--- src/rtl/square_tone_gen.sv ---
// Square-wave tone generator: plays one note (or rest) of half_period/dur_ms; start accepted only when ready.
// Wave and done are registered; done fires on the edge the final tick expires; busy blocks new starts.
module square_tone_gen #(
    parameter int MS_DIV = 100000,
    parameter int HP_W   = 18,
    parameter int DUR_W  = 12
) (
    input  logic             clk,
    input  logic             rst,
    input  logic             start,
    input  logic             stop,
    input  logic [HP_W-1:0]  half_period,
    input  logic [DUR_W-1:0] dur_ms,
    output logic             ready,
    output logic             busy,
    output logic             wave,
    output logic             done
);
    localparam int PS_W = (MS_DIV > 1) ? $clog2(MS_DIV) : 1;
    localparam logic [PS_W-1:0]  PS_LAST = PS_W'(MS_DIV - 1);
    localparam logic [HP_W-1:0]  HP_ONE  = HP_W'(1);
    localparam logic [DUR_W-1:0] DUR_ONE = DUR_W'(1);

    typedef enum logic {IDLE, PLAY} state_t;

    state_t           state;
    logic [HP_W-1:0]  hp_q;
    logic [HP_W-1:0]  phase;
    logic [PS_W-1:0]  presc;
    logic [DUR_W-1:0] remaining;

    assign ready = (state == IDLE) && !rst;

    always_ff @(posedge clk or posedge rst) begin
        if (rst) begin
            state     <= IDLE;
            busy      <= 1'b0;
            wave      <= 1'b0;
            done      <= 1'b0;
            hp_q      <= '0;
            phase     <= '0;
            presc     <= '0;
            remaining <= '0;
        end else begin
            done <= 1'b0;
            case (state)
                IDLE: begin
                    if (start) begin
                        hp_q      <= half_period;
                        remaining <= dur_ms;
                        phase     <= '0;
                        presc     <= '0;
                        wave      <= 1'b0;
                        if (dur_ms == '0) begin
                            done <= 1'b1;
                        end else begin
                            state <= PLAY;
                            busy  <= 1'b1;
                        end
                    end
                end
                PLAY: begin
                    if (stop) begin
                        state <= IDLE;
                        busy  <= 1'b0;
                        wave  <= 1'b0;
                    end else begin
                        // A zero half-period is a rest: phase and wave stay frozen at 0.
                        if (hp_q != '0) begin
                            if (phase == hp_q - HP_ONE) begin
                                phase <= '0;
                                wave  <= ~wave;
                            end else begin
                                phase <= phase + HP_ONE;
                            end
                        end
                        if (presc == PS_LAST) begin
                            presc     <= '0;
                            remaining <= remaining - DUR_ONE;
                            // Final tick: these later assignments override the toggle above.
                            if (remaining == DUR_ONE) begin
                                state <= IDLE;
                                busy  <= 1'b0;
                                wave  <= 1'b0;
                                done  <= 1'b1;
                            end
                        end else begin
                            presc <= presc + PS_W'(1);
                        end
                    end
                end
                default: begin
                    state <= IDLE;
                    busy  <= 1'b0;
                    wave  <= 1'b0;
                end
            endcase
        end
    end
endmodule

--- config.mk ---
export PLATFORM = sky130hd
export DESIGN_NAME = square_tone_gen
export DESIGN_NICKNAME = d
export VERILOG_FILES = /design/src/rtl/square_tone_gen.sv
export SDC_FILE = /design/constraint.sdc
export NUM_CORES = 1
export LEC_CHECK = 0
export CORE_UTILIZATION = 45
export DETAILED_ROUTE_END_ITERATION = 8
export MAX_ROUTING_LAYER = met4
export PLACE_DENSITY_LB_ADDON = 0.1
export SYNTH_ARGS = -nofsm -noshare
export SYNTH_HDL_FRONTEND = slang
export SYNTH_SLANG_ARGS = --single-unit
--- constraint.sdc ---
create_clock -name clk -period 2.51 [get_ports clk]
set_input_delay 0.502 -clock clk [delete_from_list [all_inputs] [get_ports clk]]
set_output_delay 0.502 -clock clk [all_outputs]
set_load 0.01 [all_outputs]
; Word level (Yosys, flattened, before mapping)
; Index checks and enable logic that the tools add are counted.
[op_classes]
n_addsub = 4
eq_ne = 10
muxes = 38
bitwise = 2
n_reduce_logical = 9
[ops]
columns = cell, count
row1 = two-way mux 18 bit, 4
row2 = two-way mux 17 bit, 3
row3 = two-way mux 12 bit, 3
row4 = case mux 18 bit (2 select lines), 1
row5 = case mux 17 bit (2 select lines), 1
row6 = case mux 12 bit (2 select lines), 1
row7 = two-way mux 1 bit, 21
row8 = "adder 18 x 1 -> 18 bit, second input constant", 1
row9 = == test 18 bit, 1
row10 = nonzero test 18 bit, 1
row11 = "subtractor 18 x 1 -> 18 bit, second input constant", 1
row12 = "adder 17 x 1 -> 17 bit, second input constant", 1
row13 = "== test 17 bit, second input constant", 1
row14 = "== test 12 x 1 -> 1 bit, second input constant", 1
row15 = logical NOT 12 bit, 1
row16 = "subtractor 12 x 1 -> 12 bit, second input constant", 1
row17 = case mux 1 bit (2 select lines), 4
row18 = "inequality test 2 bit, second input constant", 3
row19 = "inequality test 3 x 2 -> 1 bit, second input constant", 2
row20 = AND reduction 3 bit, 2
row21 = "inequality test 2 x 1 -> 1 bit, second input constant", 2
row22 = AND reduction 2 bit, 2
row23 = AND reduction 4 bit, 1
row24 = inverter 1 bit, 2
row25 = other kinds (2), 2
[word_totals]
reg_bits = 69
inputBits = 34
output_inout_bits = 4
wordCells = 71

; Logic depth before layout (Yosys ltp)
[depth]
word_depth = 8
ltp_mapped = 11
depth_no_buf = 10

; Least setup slack after synthesis
; No wires, ideal clock.
[synth_path]
path_kind = reg-to-reg
from = register hp_q[0]
to = register phase[3]
setup_time_ns = 0.069
t_arrival_ns = 2.427
required_time_ns = 2.441
slack_ns = 0.014
path_stages_with_launch = 12
n_path_buf = 1
period_less_slack_ns = 2.496
cell_sequence = dfrtp_1 > inv_1 > ha_1 > nor3b_2 > mux2_2 > a22o_1 > a41oi_1 > nor3_1 > a31oi_4 > nor2_4 > buf_12 > nor2_2
[synth_via]
elab_chain_len = 6
word_cells_on_any_way = 9
cone_classes = 1 x add/sub / 2 x eq/ne / 4 x mux / 2 x reduce/logical
[synth_lines]
columns = item, line
row1 = start: declaration, 27  ; logic [HP_W-1:0] hp_q;
row2 = start signal: assignment, 49  ; hp_q <= half_period;
row3 = subtractor 18 x 1 -> 18 bit, 70  ; if (phase == hp_q - HP_ONE) begin
row4 = == test 18 bit, 70
row5 = two-way mux 18 bit, 70
row6 = two-way mux 18 bit, 69  ; if (hp_q != '0) begin
row7 = two-way mux 18 bit, 63  ; if (stop) begin
row8 = case mux 18 bit (2 select lines), 46  ; case (state)
row9 = end signal: assignment, 74  ; phase <= phase + HP_ONE;
row10 = end: declaration, 28  ; logic [HP_W-1:0] phase;
; Several ways; a longest one is shown, not always the timed one. The select of a mux whose other input is x is not followed.
; A chain may end at the register's enable or synchronous reset.

; Worst setup path after layout
[layout_path]
from = register hp_q[1]
to = register phase[5]
; The elaborated chain is that of the path after synthesis.

==> flow_metrics.tcl <==
set metrics [dict create \
    status "finished with violations" \
    failed_checks "DRC, setup timing" \
    clockBufferDepth 2 \
    power.switching_mw 1.29 \
    power_mw 3.74 \
    core_area_mm2 0.00881 \
    dr.pass1.iters 6 \
    grt_overflow 0 \
    layout_commonest_cell "dfrtp_1" \
    ir_drop_mv 0.367 \
    die_h_um 97.8 \
    async_flop_share 1.00 \
    power.clock.fraction 0.277 \
    maxSlewViolCount 0 \
    synthFlopType "dfrtp_1" \
    crit_fanout 8 \
    r2r_cells 12 \
    drive_gt1_frac 0.246 \
    fin_crit_sh 1.03 \
    finalWirelength_mm 10.4 \
    cp-startpoint "hp_q[1]$_DFFE_PP0P_" \
    finalSetupViolations 5 \
    power_frac_seq 0.407 \
    wl_per_cell_um 16.0 \
    worst_slack_ps -79.0 \
    holdWs_ps 527 \
    drcViolationCount 10 \
    synth_nets 497 \
    ctsHoldBuffers 0 \
    drt-initial-drc-count 286 \
    ys_warn_count 0 \
    r2r_start "hp_q[1]$_DFFE_PP0P_" \
    p_comb_frac 0.316 \
    tns_ps -124 \
    syn_to_final_growth_pct 28.8 \
    power_leakage_nw 2.14 \
    critical_path_class "reg2reg" \
    gp_congestion 0.903 \
    row_count 34 \
    worst_setup_path_end_kind "register" \
    arrival_ps 2860 \
    cts_max_level 3 \
    crit_required_ps 2780 \
    synth_area_mm2 0.00413 \
    max_slew.worst_pin.slew_ps 565 \
    synth.yosys.seq_area_share 0.418 \
    syn_inst 458 \
    power.density_mw_per_mm2 702 \
    cts_num_sinks 69 \
    cts_tree "built" \
    nNetsFinal 575 \
    avgSynthCellArea_um2 9.03 \
    synth_cell_types 61 \
    first_global_vias 3580 \
    vias 3607 \
    dp_hpwl_mm 7.42 \
    ys_seq_elements 69 \
    synth_edf_count 0 \
    swShare 0.344 \
    r2r_end "phase[5]$_DFFE_PP0P_" \
    r2r_slack_ps -80 \
    period_needed_ps 2590 \
    grt_pass1_wl_mm 18.1 \
    fp.dieW_um 97.8 \
    start_util 0.469 \
    drv_cap 0 \
    clk_latency_ps 360 \
    design_area_mm2 0.00532 \
    rsz0062_at_grt "true" \
    hold_violations 0 \
    die-area_mm2 0.00957 \
    startpoint_type "register" \
    fillers 779 \
    pin_count 38 \
    crit_end "phase[5]$_DFFE_PP0P_" \
    grt_antenna_before_repair 0 \
    clock_skew_ps 10.1 \
    grt_max_degree 70 \
    slew_headroom 0.621 \
    clk_root_buffer_cell "clkbuf_8" \
    timing.fmax_mhz 386 \
    placed_cell_area_mm2 0.00489 \
    ant_nets 0 \
    avgViaCountPerCell 5.56 \
    clk_pin_slew_ps 80 \
    cts_buffers 9 \
    internal_power_mw 2.45 \
    io_buffers 37 \
    grt_usage 0.246 \
    hold_path_class "reg2reg" \
    diodes 0 \
    final_cell_mix "dfrtp_1, nand2_1, buf_4" \
]
## Yosys cell counts (all sizes together) (7+ instances only)
library cell | n | area [um^2]
nor4 | 15 | 100
o21ai | 30 | 150
buf | 7 | 56.3
nand4 | 12 | 75.1
clkbuf | 11 | 42.5
nor3 | 17 | 106
nand2 | 48 | 180
xnor2 | 23 | 201
mux2 | 17 | 191
nor2 | 52 | 233
or3 | 7 | 43.8
inv | 16 | 60.1
a21oi | 28 | 140
nand3 | 24 | 120
xor2 | 22 | 193
dfrtp | 69 | 1730
## critical path, stage by stage (launching register included)
cell	delay, ps
dfrtp_1	400
inv_2	80
ha_4	130
nor3b_4	230
buf_6	140
mux2_2	320
a22o_1	210
a41oi_2	230
nor3_1	110
a31oi_4	240
nor2_4	80
buf_12	140
nor3_2	170
## layout make-up
class / count / area, um^2 / area share
Clock buffer: 10 / 138 / 0.0259
Clock inverter: 6 / 86.3 / 0.0162
Inverter: 16 / 60.1 / 0.0113
Multi-Input combinational cell: 355 / 2400 / 0.452
Sequential cell: 69 / 1730 / 0.325
Tap cell: 108 / 135 / 0.0254
Timing Repair Buffer: 85 / 771 / 0.145
## metal layers
layer / global-route usage / vias to the layer above / wire length [um]
met2: 0.354 / 73 / 4610
met5: - / - / 0
li1: - / 1783 / -
met3: 0.0472 / 10 / 556
met1: 0.353 / 1741 / 5130
met4: 0.0664 / 0 / 121
## what timing repair did
action,4_1_cts,5_1_grt
buffers inserted,4,3
gates resized for setup,5,29
endpoints found under the setup margin,18,19
pin swaps,9,17
## metrics by stage
step	worst slack (ps)	util	cells
CTS	-26.1	0.587	646
floorplan	14.3	-	458
global route	-167	0.604	649
global placement	-34.6	0.555	626
detailed placement	-112	0.555	626
finish	-79.0	0.604	649
## logic make-up after synthesis
family                     share of synthesized area
buffers and inverters                         0.0384
xor gates and xnor gates                      0.0953
and+or+nand+nor                                0.257
muxes                                         0.0511
DFF                                            0.418
adders and majority gates                     0.0151
AOI/OAI and AO/OA                              0.125
## flip-flops by register name (all words and copies together), names as in the netlist
register	count
hp_q	18
phase	18
presc	17
remaining	12
busy	1
done	1
state	1
wave	1
## how the worst min path moves through the flow
stage	from	endpoint	slack, ps	cells past startpoint
after floorplan	presc[1]$_DFFE_PP0P_	presc[1]$_DFFE_PP0P_	480	2
after global placement	presc[1]$_DFFE_PP0P_	presc[1]$_DFFE_PP0P_	490	2
after detailed placement	presc[1]$_DFFE_PP0P_	presc[1]$_DFFE_PP0P_	520	2
after CTS	presc[0]$_DFFE_PP0P_	presc[0]$_DFFE_PP0P_	530	1
after global routing	presc[1]$_DFFE_PP0P_	presc[1]$_DFFE_PP0P_	580	2
final	wave$_DFFE_PP0N_	wave$_DFFE_PP0N_	530	2
## power by group through the flow
stage	Combinational, mW	Sequential [mW]	Clock, mW
6_report	1.18	1.52	1.04
5_1_grt	1.30	1.55	1.12
4_1_cts	1.11	1.50	1.07
3_5_place_dp	1.07	1.52	0
3_3_place_gp	1.05	1.52	0
2_1_floorplan	0.714	1.47	0
No activity file was read; power rests on OpenSTA's default activity.
